### src/rtl/fft_pkg.sv
// fft_pkg: shared state encoding and defaults
// for the FFT capture path.
package fft_pkg;

    typedef enum logic [1:0] {
        S_IDLE  = 2'd0,
        S_FILL  = 2'd1,
        S_START = 2'd2,
        S_BUSY  = 2'd3
    } cap_state_t;

    localparam int WIDTH_DEF     = 8;
    localparam int FRAME_LEN_DEF = 64;
    localparam int DROP_W        = 16;

endpackage

### src/rtl/fft_capture_sequencer_ce_divider.sv
// ce_divider: free-running clock-enable divider.
// ce pulses once every CLK_DIV cycles while enabled.
module ce_divider #(
    parameter int CLK_DIV = 4
) (
    input  logic clk,
    input  logic reset_n,
    input  logic enable,
    input  logic clear,
    output logic ce
);

    localparam int CW = (CLK_DIV > 1) ? $clog2(CLK_DIV) : 1;
    localparam logic [CW-1:0] LAST = CW'(CLK_DIV - 1);

    logic [CW-1:0] cnt;

    // Phase counter; clear holds it at zero so a new run starts aligned.
    always_ff @(posedge clk or negedge reset_n) begin
        if (!reset_n) begin
            cnt <= '0;
        end else if (clear) begin
            cnt <= '0;
        end else if (enable) begin
            cnt <= (cnt == LAST) ? '0 : cnt + 1'b1;
        end
    end

    assign ce = enable && (cnt == LAST);

endmodule

### src/rtl/fft_capture_sequencer.sv
// fft_capture_sequencer: paces the decimator, fills one FFT frame, starts the FFT.
// Define DROP_CNT_EN to count samples discarded while the FFT is running.
module fft_capture_sequencer
    import fft_pkg::*;
#(
    parameter int WIDTH     = WIDTH_DEF,
    parameter int FRAME_LEN = FRAME_LEN_DEF,
    parameter int CLK_DIV   = 4,
    localparam int ADDR_W   = $clog2(FRAME_LEN)
) (
    input  logic              clk,
    input  logic              reset_n,
    input  logic              arm,
    input  logic              abort,
    input  logic              continuous,
    output logic              dec_ce,
    input  logic              dec_new_sample,
    input  logic [WIDTH-1:0]  dec_data,
    output logic              buf_we,
    output logic [ADDR_W-1:0] buf_addr,
    output logic [WIDTH-1:0]  buf_wdata,
    output logic              fft_start,
    input  logic              fft_done,
    output logic              busy,
    output logic [DROP_W-1:0] drop_count
);

    localparam logic [ADDR_W-1:0] LAST_ADDR = ADDR_W'(FRAME_LEN - 1);

    cap_state_t        state;
    logic [ADDR_W-1:0] ptr;

    // The divider keeps running outside FILL so the decimator phase is kept.
    ce_divider #(
        .CLK_DIV (CLK_DIV)
    ) u_div (
        .clk     (clk),
        .reset_n (reset_n),
        .enable  (state != S_IDLE),
        .clear   (state == S_IDLE),
        .ce      (dec_ce)
    );

    // Capture FSM with registered write port, start pulse and busy flag.
    always_ff @(posedge clk or negedge reset_n) begin
        if (!reset_n) begin
            state     <= S_IDLE;
            ptr       <= '0;
            buf_we    <= 1'b0;
            buf_addr  <= '0;
            buf_wdata <= '0;
            fft_start <= 1'b0;
            busy      <= 1'b0;
        end else begin
            buf_we    <= 1'b0;
            fft_start <= 1'b0;
            if (abort) begin
                state <= S_IDLE;
                ptr   <= '0;
                busy  <= 1'b0;
            end else begin
                unique case (state)
                    S_IDLE: begin
                        if (arm) begin
                            state <= S_FILL;
                            ptr   <= '0;
                            busy  <= 1'b1;
                        end
                    end
                    S_FILL: begin
                        if (dec_new_sample) begin
                            buf_we    <= 1'b1;
                            buf_addr  <= ptr;
                            buf_wdata <= dec_data;
                            ptr       <= ptr + 1'b1;
                            if (ptr == LAST_ADDR) begin
                                state     <= S_START;
                                fft_start <= 1'b1;
                            end
                        end
                    end
                    S_START: begin
                        state <= S_BUSY;
                    end
                    S_BUSY: begin
                        if (fft_done) begin
                            ptr <= '0;
                            if (continuous) begin
                                state <= S_FILL;
                            end else begin
                                state <= S_IDLE;
                                busy  <= 1'b0;
                            end
                        end
                    end
                    default: begin
                        state <= S_IDLE;
                    end
                endcase
            end
        end
    end

`ifdef DROP_CNT_EN
    logic [DROP_W-1:0] drop_q;
    logic              drop_hit;

    assign drop_hit = dec_new_sample &&
                      ((state == S_START) || (state == S_BUSY));

    // Saturating count of samples that arrive while the FFT owns the buffer.
    always_ff @(posedge clk or negedge reset_n) begin
        if (!reset_n) begin
            drop_q <= '0;
        end else if ((state == S_IDLE) && arm && !abort) begin
            drop_q <= '0;
        end else if (drop_hit && (drop_q != '1)) begin
            drop_q <= drop_q + 1'b1;
        end
    end

    assign drop_count = drop_q;
`else
    assign drop_count = '0;
`endif

endmodule

### config.mk
export PLATFORM = sky130hd
export DESIGN_NAME = fft_capture_sequencer
export DESIGN_NICKNAME = d
export VERILOG_FILES = /design/src/rtl/fft_pkg.sv /design/src/rtl/fft_capture_sequencer_ce_divider.sv /design/src/rtl/fft_capture_sequencer.sv
export SDC_FILE = /design/constraint.sdc
export NUM_CORES = 1
export LEC_CHECK = 0
export CORE_MARGIN = 3
export CORE_UTILIZATION = 30
export DETAILED_ROUTE_END_ITERATION = 10
export PLACE_DENSITY = 0.58
export SYNTH_ARGS = -nofsm -noshare
export SYNTH_HDL_FRONTEND = slang
export SYNTH_SLANG_ARGS = --single-unit
export TNS_END_PERCENT = 10
### constraint.sdc
create_clock -name clk -period 1.8 [get_ports clk]
set_input_delay 0.27 -clock clk [delete_from_list [all_inputs] [get_ports clk]]
set_output_delay 0.27 -clock clk [all_outputs]
set_load 0.1 [all_outputs]
==> flow_metrics.py <==
metrics = {
    "synthesis": {
        "yosysMostFrequentCell": "sky130_fd_sc_hd__nand2_1",
        "synth-warning-count": 0,
        "synthDistinctLibCells": 35,
        "syn_area_um2": 1395,
        "synth_common_cells": "sky130_fd_sc_hd__nand2_1 (49), sky130_fd_sc_hd__dfrtp_1 (27), sky130_fd_sc_hd__buf_4 (16)",
        "dominantRegCellSynth": "sky130_fd_sc_hd__dfrtp_1",
        "number_of_instances_in_the_synthesized_netlist": 149,
        "synth_seq_area_share": 0.4843,
        "fraction_of_registers_with_async_set_reset": 1.000,
        "syn_area_per_cell_um2": 9.363,
        "yosysTopAreaCellShare": 0.4843,
        "ranking_of_synthesized_cells_by_area": "sky130_fd_sc_hd__dfrtp_1 (48%), sky130_fd_sc_hd__nand2_1 (13%), sky130_fd_sc_hd__buf_4 (8.6%)",
        "synth_top_area_cell": "sky130_fd_sc_hd__dfrtp_1",
        "synth_seq_cells": 27,
        "synth_enable_flop_cells": 0,
    },
    "setup_path": {
        "cp-start-kind": "flip-flop",
        "crit_arrival_ps": 1450,
        "timing_worst_setup_path_type": "reg2out",
        "timing.critical_path.from": "state[0]",
        "regToRegSetupSlack_ps": 80,
        "worst_r2r_path_depth": 5,
        "setup.worst_path.end": "dec_ce",
        "worst_setup_path_end_kind": "output port",
        "r2r-end": "ptr[5]",
        "worst-endpoint-required_ps": 1530,
        "crit-reg2reg-launch": "state[0]",
        "timing.critical_path.fanout_max": 4,
    },
    "cts": {
        "tritoncts": "built",
        "cts-root-to-sink-buffers": 2,
        "clock_tree.root_cell": "sky130_fd_sc_hd__clkbuf_8",
        "cts_made_buffers": 3,
        "cts.sink_count": 27,
        "clkSlewWorstSetupHoldPaths_ps": 100,
        "clock_insertion_delay_worst_skew_ps": 280,
        "htree_levels": 1,
    },
    "timing": {
        "setup_tns_final_ps": 0,
        "final.setup_skew_ps": 5.833,
        "setup_viol": 0,
        "grt_setup_unrepaired": "false",
        "final-max-slew-violation-count": 0,
        "achievable-frequency_mhz": 582.2,
        "final.min_clock_period_ps": 1718,
        "fin_crit_sh": 0.9543,
        "report.final.hold_viol_count": 0,
    },
    "route": {
        "finalWirelength_um": 2766,
        "routed_via_density": 4.390,
        "drcViolationCount": 0,
        "detail-route-antenna-nets": 0,
        "drt-initial-drc-count": 62,
        "route.vias.total": 1058,
        "wl_cell_um": 11.48,
        "detail_route.first_pass.iterations": 3,
    },
    "outcome": {
        "status": "finished clean",
    },
    "die": {
        "die_outline_width_um": 74.20,
        "std_cell_rows": 24,
        "pin_count": 49,
        "initial_utilization": 0.3160,
        "core-area_um2": 4414,
        "die_outline_area_um2": 5505,
        "die_y_um": 74.20,
    },
    "finish": {
        "stdcell_area_um2": 1833,
        "n_fill_cell": 448,
        "layout.nets": 211,
        "share_of_layout_cells_above_drive_strength_1": 0.2011,
        "flow.area_growth_from_synthesis_pct": 31.39,
        "n_antenna_cell": 0,
    },
    "placed_design": {
        "dp_hpwl_um": 2077,
        "io_buffer_count": 32,
        "place_congestion": 0.7796,
        "area_post_placement_um2": 1768,
    },
    "flow_run": {
        "timing.max_cap.violations": 0,
    },
    "power": {
        "ir_worst_vdd_mv": 0.7884,
        "p_leak_nw": 0.9111,
        "power.density_cell_area_nw_per_um2": 1660,
    },
    "grt": {
        "global_route.overflow_total": 0,
        "grt_start_max_net_pins": 28,
        "grt_pass1_wl_um": 4491,
        "via_count_of_the_first_global_routing_pass": 1005,
        "grt_antenna_before_repair": 0,
        "track_usage": 0.1078,
    },
    "hold_path": {
        "hold_path_class": "in2async",
    },
}
registers in the layout (all words and copies together) (netlist names):
signal	count
ptr	6
state	2
buf_addr	6
buf_wdata	8
fft_start	1
u_div.cnt	2
buf_we	1
busy	1
logic make-up after synthesis:
family | count (synthesis) | share of synthesized area
AND/OR/NAND/NOR | 74 | 0.2466
flip-flops | 27 | 0.4843
buffers and inverters | 21 | 0.1004
AO/OA/AOI/OAI | 19 | 0.1040
adder cells (fa/ha/maj) | 6 | 0.05381
multiplexers | 1 | 0.008071
other | 1 | 0.002688
layer usage:
metal / GRT usage / vias to the layer above / share of wire
met2: 0.1732 / 29 / 0.45
met1: 0.1352 / 483 / 0.47
met4: 0.07042 / 0 / 0.027
li1: - / 541 / -
met5: 0 / - / 0
met3: 0.01486 / 5 / 0.055
critical path, cell delays in order, from the launching register on:
cell,delay (ps)
sky130_fd_sc_hd__dfrtp_1,420
sky130_fd_sc_hd__inv_2,70
sky130_fd_sc_hd__ha_1,220
sky130_fd_sc_hd__buf_4,160
sky130_fd_sc_hd__nor2b_4,120
sky130_fd_sc_hd__buf_12,180
stage by stage:
step	util	hold WS, ps	total power [mW]	worst slack, ps	instances
2_1_floorplan	-	-25.59	2.263	23.89	164
3_3_place_gp	0.4005	429.3	2.672	37.28	237
3_5_place_dp	0.4005	434.8	2.679	4.567	237
4_1_cts	0.4116	366.8	3.048	14.36	241
5_1_grt	0.4152	388.2	3.209	15.26	241
6_report	0.4152	355.5	3.042	82.28	241
cell usage in the layout (no fill, tap or decap), drive strengths merged, types with 4 or more instances in the layout:
master         Yosys  routed
nand3              5       5
nand2             50      50
dfrtp             27      27
a21oi              4       4
conb               1      16
buf               17      25
a22o               4       4
ha                 6       6
nand2b             4       4
clkdlybuf4s50      0      14
report_power, final:
part / switching [mW] / total, mW / internal [mW]
sequential: 0.101 / 0.866 / 0.764
clock: 0.200 / 0.357 / 0.157
combinational: 1.37 / 1.82 / 0.448
what timing repair did:
| action | in CTS | in global routing |
|---|---|---|
| endpoints found under the setup margin | 0 | 5 |
| setup buffers | 0 | 0 |
| hold buffers | 0 | 0 |
| gates resized for setup | 0 | 3 |
area by class of cell:
cell class | instances | area, µm² | area share
clock buffers | 3 | 41.29 | 0.02253
well taps | 52 | 65.06 | 0.03549
clock inverters | 1 | 7.507 | 0.004096
multi-input cells | 116 | 654.4 | 0.3570
repair buffers | 39 | 377.9 | 0.2061
inverters | 3 | 11.26 | 0.006143
flip-flops and latches | 27 | 675.6 | 0.3686
worst min path at each step:
| stage | startpoint | endpoint | cells past startpoint |
|---|---|---|---|
| 2_1_floorplan | reset_n | buf_addr[0] | 0 |
| 3_3_place_gp | u_div.cnt[0] | u_div.cnt[0] | 1 |
| 3_5_place_dp | u_div.cnt[0] | u_div.cnt[0] | 1 |
| 4_1_cts | reset_n | buf_wdata[2] | 2 |
| 5_1_grt | reset_n | buf_wdata[2] | 2 |
| 6_report | reset_n | buf_wdata[2] | 2 |
Power figures use the tool's default switching activity.
